===== src/rtl/vend_controller.sv =====
// Vending transaction controller: takes key events, builds coin credit, checks
// selections against fixed prices, times the dispense strobe and returns change.
module vend_controller #(
  parameter int PRICE_A     = 25,
  parameter int PRICE_B     = 50,
  parameter int PRICE_C     = 75,
  parameter int PRICE_D     = 100,
  parameter int MAX_CREDIT  = 250,
  parameter int DISP_CYCLES = 8
) (
  input  logic       clk,
  input  logic       reset,
  input  logic       key_valid,
  input  logic [3:0] key_code,
  output logic [7:0] credit,
  output logic       dispense,
  output logic [1:0] item,
  output logic [7:0] change,
  output logic       change_valid,
  output logic       coin_reject,
  output logic       deny,
  output logic       busy
);

  localparam logic [2:0] S_IDLE     = 3'd0;
  localparam logic [2:0] S_CREDIT   = 3'd1;
  localparam logic [2:0] S_DISPENSE = 3'd2;
  localparam logic [2:0] S_CHANGE   = 3'd3;
  localparam logic [2:0] S_REFUND   = 3'd4;

  localparam int CW = (DISP_CYCLES > 1) ? $clog2(DISP_CYCLES) : 1;

  logic [2:0]    r_state;
  logic [7:0]    r_credit;
  logic [7:0]    r_pending;
  logic [CW-1:0] r_count;
  logic          r_dispense;
  logic [1:0]    r_item;
  logic [7:0]    r_change;
  logic          r_changeValid;
  logic          r_coinReject;
  logic          r_deny;
  logic          r_busy;

  logic          w_isCoin;
  logic          w_isSelect;
  logic          w_isCancel;
  logic [7:0]    w_coinValue;
  logic [1:0]    w_selIdx;
  logic [7:0]    w_price;
  logic [8:0]    w_sum;
  logic          w_coinFits;
  logic          w_canBuy;

  always_comb begin
    w_isCoin    = 1'b0;
    w_isSelect  = 1'b0;
    w_isCancel  = 1'b0;
    w_coinValue = 8'd0;
    w_selIdx    = key_code[1:0];
    case (key_code)
      4'd1:    begin w_isCoin = 1'b1; w_coinValue = 8'd5;  end
      4'd2:    begin w_isCoin = 1'b1; w_coinValue = 8'd10; end
      4'd3:    begin w_isCoin = 1'b1; w_coinValue = 8'd25; end
      4'd4, 4'd5, 4'd6, 4'd7: w_isSelect = 1'b1;
      4'hF:    w_isCancel = 1'b1;
      default: ;
    endcase
    case (w_selIdx)
      2'd0:    w_price = 8'(PRICE_A);
      2'd1:    w_price = 8'(PRICE_B);
      2'd2:    w_price = 8'(PRICE_C);
      default: w_price = 8'(PRICE_D);
    endcase
    // Nine-bit sum so a coin that would push past the ceiling is caught, not wrapped.
    w_sum      = {1'b0, r_credit} + {1'b0, w_coinValue};
    w_coinFits = (w_sum <= 9'(MAX_CREDIT));
    w_canBuy   = (r_credit >= w_price);
  end

  always_ff @(posedge clk or posedge reset) begin
    if (reset) begin
      r_state       <= S_IDLE;
      r_credit      <= 8'd0;
      r_pending     <= 8'd0;
      r_count       <= '0;
      r_dispense    <= 1'b0;
      r_item        <= 2'd0;
      r_change      <= 8'd0;
      r_changeValid <= 1'b0;
      r_coinReject  <= 1'b0;
      r_deny        <= 1'b0;
      r_busy        <= 1'b0;
    end else begin
      r_changeValid <= 1'b0;
      r_coinReject  <= 1'b0;
      r_deny        <= 1'b0;
      case (r_state)
        S_IDLE: begin
          if (key_valid && w_isCoin) begin
            r_credit <= w_coinValue;
            r_state  <= S_CREDIT;
          end else if (key_valid && w_isSelect) begin
            r_deny <= 1'b1;
          end
        end
        S_CREDIT: begin
          if (key_valid && w_isCoin) begin
            if (w_coinFits) r_credit <= w_sum[7:0];
            else            r_coinReject <= 1'b1;
          end else if (key_valid && w_isSelect) begin
            if (w_canBuy) begin
              r_item     <= w_selIdx;
              r_pending  <= r_credit - w_price;
              r_credit   <= 8'd0;
              r_dispense <= 1'b1;
              r_busy     <= 1'b1;
              r_count    <= CW'(DISP_CYCLES - 1);
              r_state    <= S_DISPENSE;
            end else begin
              r_deny <= 1'b1;
            end
          end else if (key_valid && w_isCancel) begin
            r_change      <= r_credit;
            r_changeValid <= 1'b1;
            r_credit      <= 8'd0;
            r_busy        <= 1'b1;
            r_state       <= S_REFUND;
          end
        end
        S_DISPENSE: begin
          // The strobe was raised on the accepting edge, so the counter starts one short.
          if (r_count == '0) begin
            r_dispense <= 1'b0;
            if (r_pending != 8'd0) begin
              r_change      <= r_pending;
              r_changeValid <= 1'b1;
              r_state       <= S_CHANGE;
            end else begin
              r_busy  <= 1'b0;
              r_state <= S_IDLE;
            end
          end else begin
            r_count <= r_count - 1'b1;
          end
        end
        S_CHANGE, S_REFUND: begin
          r_pending <= 8'd0;
          r_busy    <= 1'b0;
          r_state   <= S_IDLE;
        end
        default: r_state <= S_IDLE;
      endcase
    end
  end

  assign credit       = r_credit;
  assign dispense     = r_dispense;
  assign item         = r_item;
  assign change       = r_change;
  assign change_valid = r_changeValid;
  assign coin_reject  = r_coinReject;
  assign deny         = r_deny;
  assign busy         = r_busy;

endmodule


===== config.mk =====
export PLATFORM = sky130hd
export DESIGN_NAME = vend_controller
export DESIGN_NICKNAME = d
export VERILOG_FILES = /design/src/rtl/vend_controller.sv
export SDC_FILE = /design/constraint.sdc
export NUM_CORES = 1
export LEC_CHECK = 0
export BUFFER_PORTS_ARGS = -buffer_cell sky130_fd_sc_hd__buf_4
export CAP_MARGIN = 10
export CORE_AREA = 5 5 89 82
export DETAILED_ROUTE_END_ITERATION = 7
export DIE_AREA = 0 0 94 87
export GPL_ROUTABILITY_DRIVEN = 0
export PLACE_DENSITY = 0.67
export SLEW_MARGIN = 0
export SYNTH_ARGS = -nofsm -noshare
export SYNTH_HDL_FRONTEND = slang
export SYNTH_SLANG_ARGS = --single-unit

===== constraint.sdc =====
create_clock -name clk -period 2.3 [get_ports clk]
set_input_delay 0.345 -clock clk [delete_from_list [all_inputs] [get_ports clk]]
set_output_delay 0.345 -clock clk [all_outputs]
set_load 0.01 [all_outputs]

After elaboration in Yosys (flattened, before gate mapping)
Index checks and enable logic that the tools add are counted.
{"block": "op_classes", "addsub": 3, "magnitude_cmp": 2, "n_eq_ne": 29, "muxes": 61, "n_bitwise": 1, "reduce_logical": 22}
{"op": "2-to-1 mux 8 bit", "n": 14}
{"op": "case mux 8 bit (2 select lines)", "n": 3}
{"op": "2-to-1 mux 3 bit", "n": 10}
{"op": "2-to-1 mux 1 bit", "n": 25}
{"op": "case mux 7 bit (3 select lines)", "n": 1}
{"op": "!= test 2 bit (second input constant)", "n": 10}
{"op": "AND reduction 5 bit", "n": 4}
{"op": "equality test 4 x 3 -> 1 bit (second input constant)", "n": 4}
{"op": "case mux 5 bit (3 select lines)", "n": 1}
{"op": "AND reduction 6 bit", "n": 2}
{"op": "adder 8 x 8 -> 9 bit", "n": 1}
{"op": "<= comparator 9 x 8 -> 1 bit (second input constant)", "n": 1}
{"op": "!= test 3 bit (second input constant)", "n": 3}
{"op": "case mux 3 bit (3 select lines)", "n": 1}
{"op": "equality test 4 x 2 -> 1 bit (second input constant)", "n": 2}
{"op": "greater-or-equal comparator 8 bit", "n": 1}
{"op": "!= test 4 bit (second input constant)", "n": 2}
{"op": "AND reduction 4 bit", "n": 2}
{"op": "nonzero test 8 bit", "n": 1}
{"op": "subtractor 8 bit", "n": 1}
{"op": "equality test 3 x 2 -> 1 bit (second input constant)", "n": 2}
{"op": "logical NOT 3 bit", "n": 2}
{"op": "case mux 1 bit (2 select lines)", "n": 3}
{"op": "case mux 3 bit (2 select lines)", "n": 1}
{"op": "17 further kinds", "n": 21}
{"block": "totals", "register_bits": 37, "in_bits": 7, "output_inout_bits": 23, "word_cells": 129}

Depth between registers and ports, before layout
{"block": "depth", "ltp_word": 7, "ltp_mapped": 14, "ltp_nobuf": 13}

Least setup slack after synthesis
No wires, ideal clock.
{"block": "synth_timing", "kind": "input port to flip-flop", "startpoint": "input key_code[0]", "endpoint": "register r_credit[0] (netlist: credit[0])", "setup_time_ns": 0.125, "t_arrival_ns": 2.731, "t_required_ns": 2.175, "path_slack_ns": -0.556, "cell_stages": 13, "path_buffers": 0, "path_cell_list": "inv_1 > ha_1 > o21ai_0 > inv_1 > ha_1 > inv_1 > fa_1 > a211oi_1 > o21a_1 > o211ai_2 > o211a_2 > o21a_4 > mux2_4"}
{"block": "synth_between", "elab_chain_len": 7, "elab_cells_between_ends": 34, "cone_classes": "1 x add/sub; 2 x order compare; 14 x eq/ne; 10 x mux; 7 x reduce/logical"}
{"item": "start, declared", "line": "14", "source": "input logic [3:0] key_code,"}
{"item": "branches (longest 7 deep; another with adder 8 x 8 -> 9 bit)"}
{"item": "end signal, assigned", "line": "101", "source": "r_credit <= w_coinValue;"}
{"item": "end signal, assigned", "line": "109", "source": "if (w_coinFits) r_credit <= w_sum[7:0];"}
{"item": "end, declared", "line": "34", "source": "logic [7:0] r_credit;"}
Parallel ways; which one is timed is not known. The select of a mux whose other input is x is not followed.
A chain may end at the register's enable or synchronous reset.

Final worst setup path
{"block": "layout_timing", "startpoint": "register r_credit[0] (netlist: credit[0])", "endpoint": "register r_credit[4] (netlist: credit[4])"}
{"block": "layout_between", "elab_chain_len": 4, "elab_cells_between_ends": 9, "cone_classes": "1 x add/sub; 2 x order compare; 2 x eq/ne; 3 x mux; 1 x reduce/logical"}
{"item": "adder 8 x 8 -> 9 bit", "line": "76", "source": "w_sum = {1'b0, r_credit} + {1'b0, w_coinValue};"}
{"item": "<= comparator 9 x 8 -> 1 bit / 2-to-1 mux 8 bit (equally long branches)", "line": "77, 109"}
{"item": "!= test 3 bit (no source line) / 2-to-1 mux 8 bit (equally long branches)"}
{"item": "AND reduction 5 bit (no source line) / case mux 8 bit (2 select lines) (equally long branches)"}
Several ways; a longest one is shown, not always the timed one. The select of a mux whose other input is x is not followed.

==> out/qor.yml <==
outcome:
  status: "finished with violations"
  failed_checks: "setup timing"
critical_path:
  critPathSlowestCell: "dfrtp_1"
  r2r_start: "credit[0]"
  cp_cell_sequence: "ha_2 > fa_2 > a211o_1 > a21oi_4 > or3_4 > o211a_4 > o21a_4 > mux2_4"
  ff2ff_setup_slack_ns: -0.25
  worstPathMaxFanout: 6
  crit_type: "reg2reg"
  reg2reg_depth: 8
  cp.required_ns: 2.48
  cpPeakStageDelay_ns: 0.44
  timing.critical_path.to_type: "flop"
  critPathArrivalTime_ns: 2.72
  timing.rr.end: "credit[4]"
  worstSetupStartpointType: "flop"
placed_design:
  pre_cts_ws_ns: -0.634
  place.port_buffers: 29
  dpl.hpwl_mm: 5.22
floorplanning:
  die_area_mm2: 0.00818
  core_mm2: 0.00638
  start_util_pct: 39.9
  chipHeight_um: 87
  boundaryPins: 30
  num_rows: 28
  die_x_um: 94
clocking:
  cts_htree_levels: 2
  clk_pin_slew_worst_paths_ns: 0.09
  cts-buffers-inserted: 5
  insertion_delay_ns: 0.30
  cts-root-buf: "clkbuf_8"
  tritoncts: "yes"
  clock_sinks: 37
  cts_buffer_depth: 2
timing:
  max_slew_margin_pct: 56.5
  fin_skew_ns: 0.00972
  finalWorstSetupSlack_ns: -0.246
  max_freq_mhz: 393
  hold_violations: 0
  worst-slew-pin-transition_ns: 0.652
  finalSetupViolations: 24
  rsz0062_at_grt: "yes"
  fin_crit_sh_pct: 111
  slew_violations: 0
  fin_crit_ns: 2.55
global_route:
  track_usage_pct: 18.0
  grt_pass1_vias: 2428
  grt_busiest_layer: "met2"
  grtUsageMet2_pct: 31.7
  grt_use_met1_pct: 23.2
  antenna_found_initial: 0
  grt_max_degree: 38
  gr-total-overflow: 0
  met3_usage_pct: 2.16
  grt_pass1_wl_mm: 11.7
layout:
  nets: 408
  antenna_cells: 0
  drive_gt1_share_pct: 43.0
  fillers: 568
  areaGrowthSynthToFinish_pct: 52.0
  register_area_um2: 926
  multi_input_area_mm2: 0.00173
job:
  cap_violations: 0
min_path:
  min_path_type: "in2async"
synthesis:
  ys_warn_count: 0
  syn_area_mm2: 0.00254
  ys_types: 59
  synthArstFlopShare_pct: 100
  syn_area_per_cell_um2: 9.32
  synth.net_count: 301
  netlist_instances: 273
  ys_seq_area_share_pct: 36.4
  synth-edff-count: 0
  synth-main-ff-cell: "dfrtp_1"
  ys_ff_latch: 37
drt:
  routedWlPerCell_um: 15.6
  drtAntennaViolNets: 0
  drt-vias-per-instance: 5.21
  drc_errors: 0
  firstDrtPassIters: 4
  vias: 2456
  drt_iter0_markers: 112
  wl_mm: 7.34
power:
  p_sw_uw: 1130
  clockPowerShare_pct: 21.6
  finalPower_uw: 3160
  peakVddDrop_mv: 0.385
  p_int_uw: 2020
  combPwrFrac_pct: 48.5
  p_per_area_mw_per_mm2: 817
  seqPwrFrac_pct: 29.9
  p_leak_uw: 0.00182
  sw_frac_of_total_pct: 35.9
## power groups by stage
stage,clock (µW),combinational [µW],sequential [µW]
after detailed placement,0,1330,952
after global placement,0,1300,945
after CTS,688,1400,942
after global routing,716,1680,964
final,683,1530,945
after floorplan,0,776,952
## cells in the mapped netlist, types with 2 or more instances
library cell / count / area share [%]
nand4_1: 4 / 0.98
inv_1: 13 / 1.9
xnor2_1: 7 / 2.4
xor2_1: 3 / 1.0
nor3_1: 5 / 0.98
a211o_1: 2 / 0.69
a21boi_0: 2 / 0.59
o21ai_0: 32 / 6.3
a31oi_1: 2 / 0.49
and2_1: 3 / 0.74
mux2_4: 5 / 3.0
o21bai_1: 2 / 0.59
o2111a_1: 2 / 0.89
a21oi_1: 14 / 2.8
ha_1: 19 / 9.3
nor2b_1: 4 / 0.98
nand2b_1: 3 / 0.74
a211oi_1: 2 / 0.59
nor4_1: 4 / 0.98
nor3b_1: 2 / 0.59
nand2_1: 23 / 3.4
buf_6: 2 / 0.89
a22o_1: 3 / 1.0
dfrtp_1: 37 / 36
fa_1: 2 / 1.6
o21a_1: 3 / 0.89
nor2_1: 20 / 3.0
buf_2: 3 / 0.59
mux2i_1: 6 / 2.4
clkbuf_1: 2 / 0.30
and4_1: 2 / 0.69
nand3_1: 13 / 2.6
## worst max-delay path by stage
stage,end,startpoint,cells after the start
3_5_place_dp,credit[4],key_code[1],13
6_report,credit[4],credit[0],8
4_1_cts,credit[4],key_code[1],14
2_1_floorplan,credit[0],key_code[0],11
3_3_place_gp,credit[3],key_code[1],12
5_1_grt,credit[4],key_code[0],13
## layout make-up
class	instances	area share [%]
Multi-Input combinational cell	215	44.7
Sequential cell	37	23.9
Timing Repair Buffer	108	23.6
Tap cell	90	2.91
Clock buffer	5	1.78
Clock inverter	3	1.68
Inverter	13	1.46
## kinds of logic (layout without fill, tap and decap cells)
kind of cell	after synthesis	after routing	share of synthesized area [%]
buf+inv	21	129	3.89
xor+xnor	10	10	3.44
fa+ha+maj	21	21	10.9
flops	37	37	36.4
compound gates	79	79	20.3
mux	12	12	5.76
simple gates	93	93	19.3
## cell usage in the layout (no fill, tap or decap), types with 8 or more instances in the layout
| cell | netlist | layout |
|---|---|---|
| a21oi_1 | 14 | 12 |
| buf_4 | 0 | 98 |
| dfrtp_1 | 37 | 37 |
| ha_1 | 19 | 11 |
| inv_1 | 13 | 8 |
| nand2_1 | 23 | 22 |
| nand3_1 | 13 | 13 |
| nor2_1 | 20 | 18 |
| o21ai_0 | 32 | 16 |
| o21ai_1 | 0 | 12 |
## sequential cells by signal, summed over array words and instances, names as in the netlist
signal        cells
change            8
credit            8
r_pending         8
r_count           3
r_state           3
item              2
busy              1
change_valid      1
coin_reject       1
deny              1
dispense          1
## worst max-delay path, delay by kind of cell (launching register included)
| family | cells | cell delay, ns |
|---|---|---|
| simple gates | 1 | 0.17 |
| mux | 1 | 0.31 |
| flops | 1 | 0.44 |
| fa+ha+maj | 2 | 0.59 |
| compound gates | 4 | 0.92 |
## metrics by stage
stage                     util [%]  setup TNS [ns]  instances  cell area, µm²  hold slack (ns)
after floorplan                  -           -2.32        273            2650            0.488
after global placement        53.1          -10.46        445            3390            0.464
after detailed placement      53.1          -11.79        445            3390            0.471
after CTS                     57.1           -1.53        461            3640            0.174
after global routing          60.7           -5.48        471            3870            0.215
final                         60.7           -3.32        471            3870            0.152
## timing repair
| item | 4_1_cts | 5_1_grt |
|---|---|---|
| gates cloned | 0 | 3 |
| pin swaps | 15 | 16 |
| hold buffers | 0 | 0 |
| setup buffers | 8 | 7 |
| resized for setup | 16 | 30 |
| endpoints found under the setup margin | 24 | 26 |
## per-layer routing
layer  share of wire [%]  wire length [µm]  vias to the layer above
li1                    -                 -                     1214
met1                  44              3260                     1187
met3                 3.4               248                        9
met4                0.89                65                        0
met2                  51              3760                       46
met5                   0                 0                        -
(Power assumes the default switching activity.)
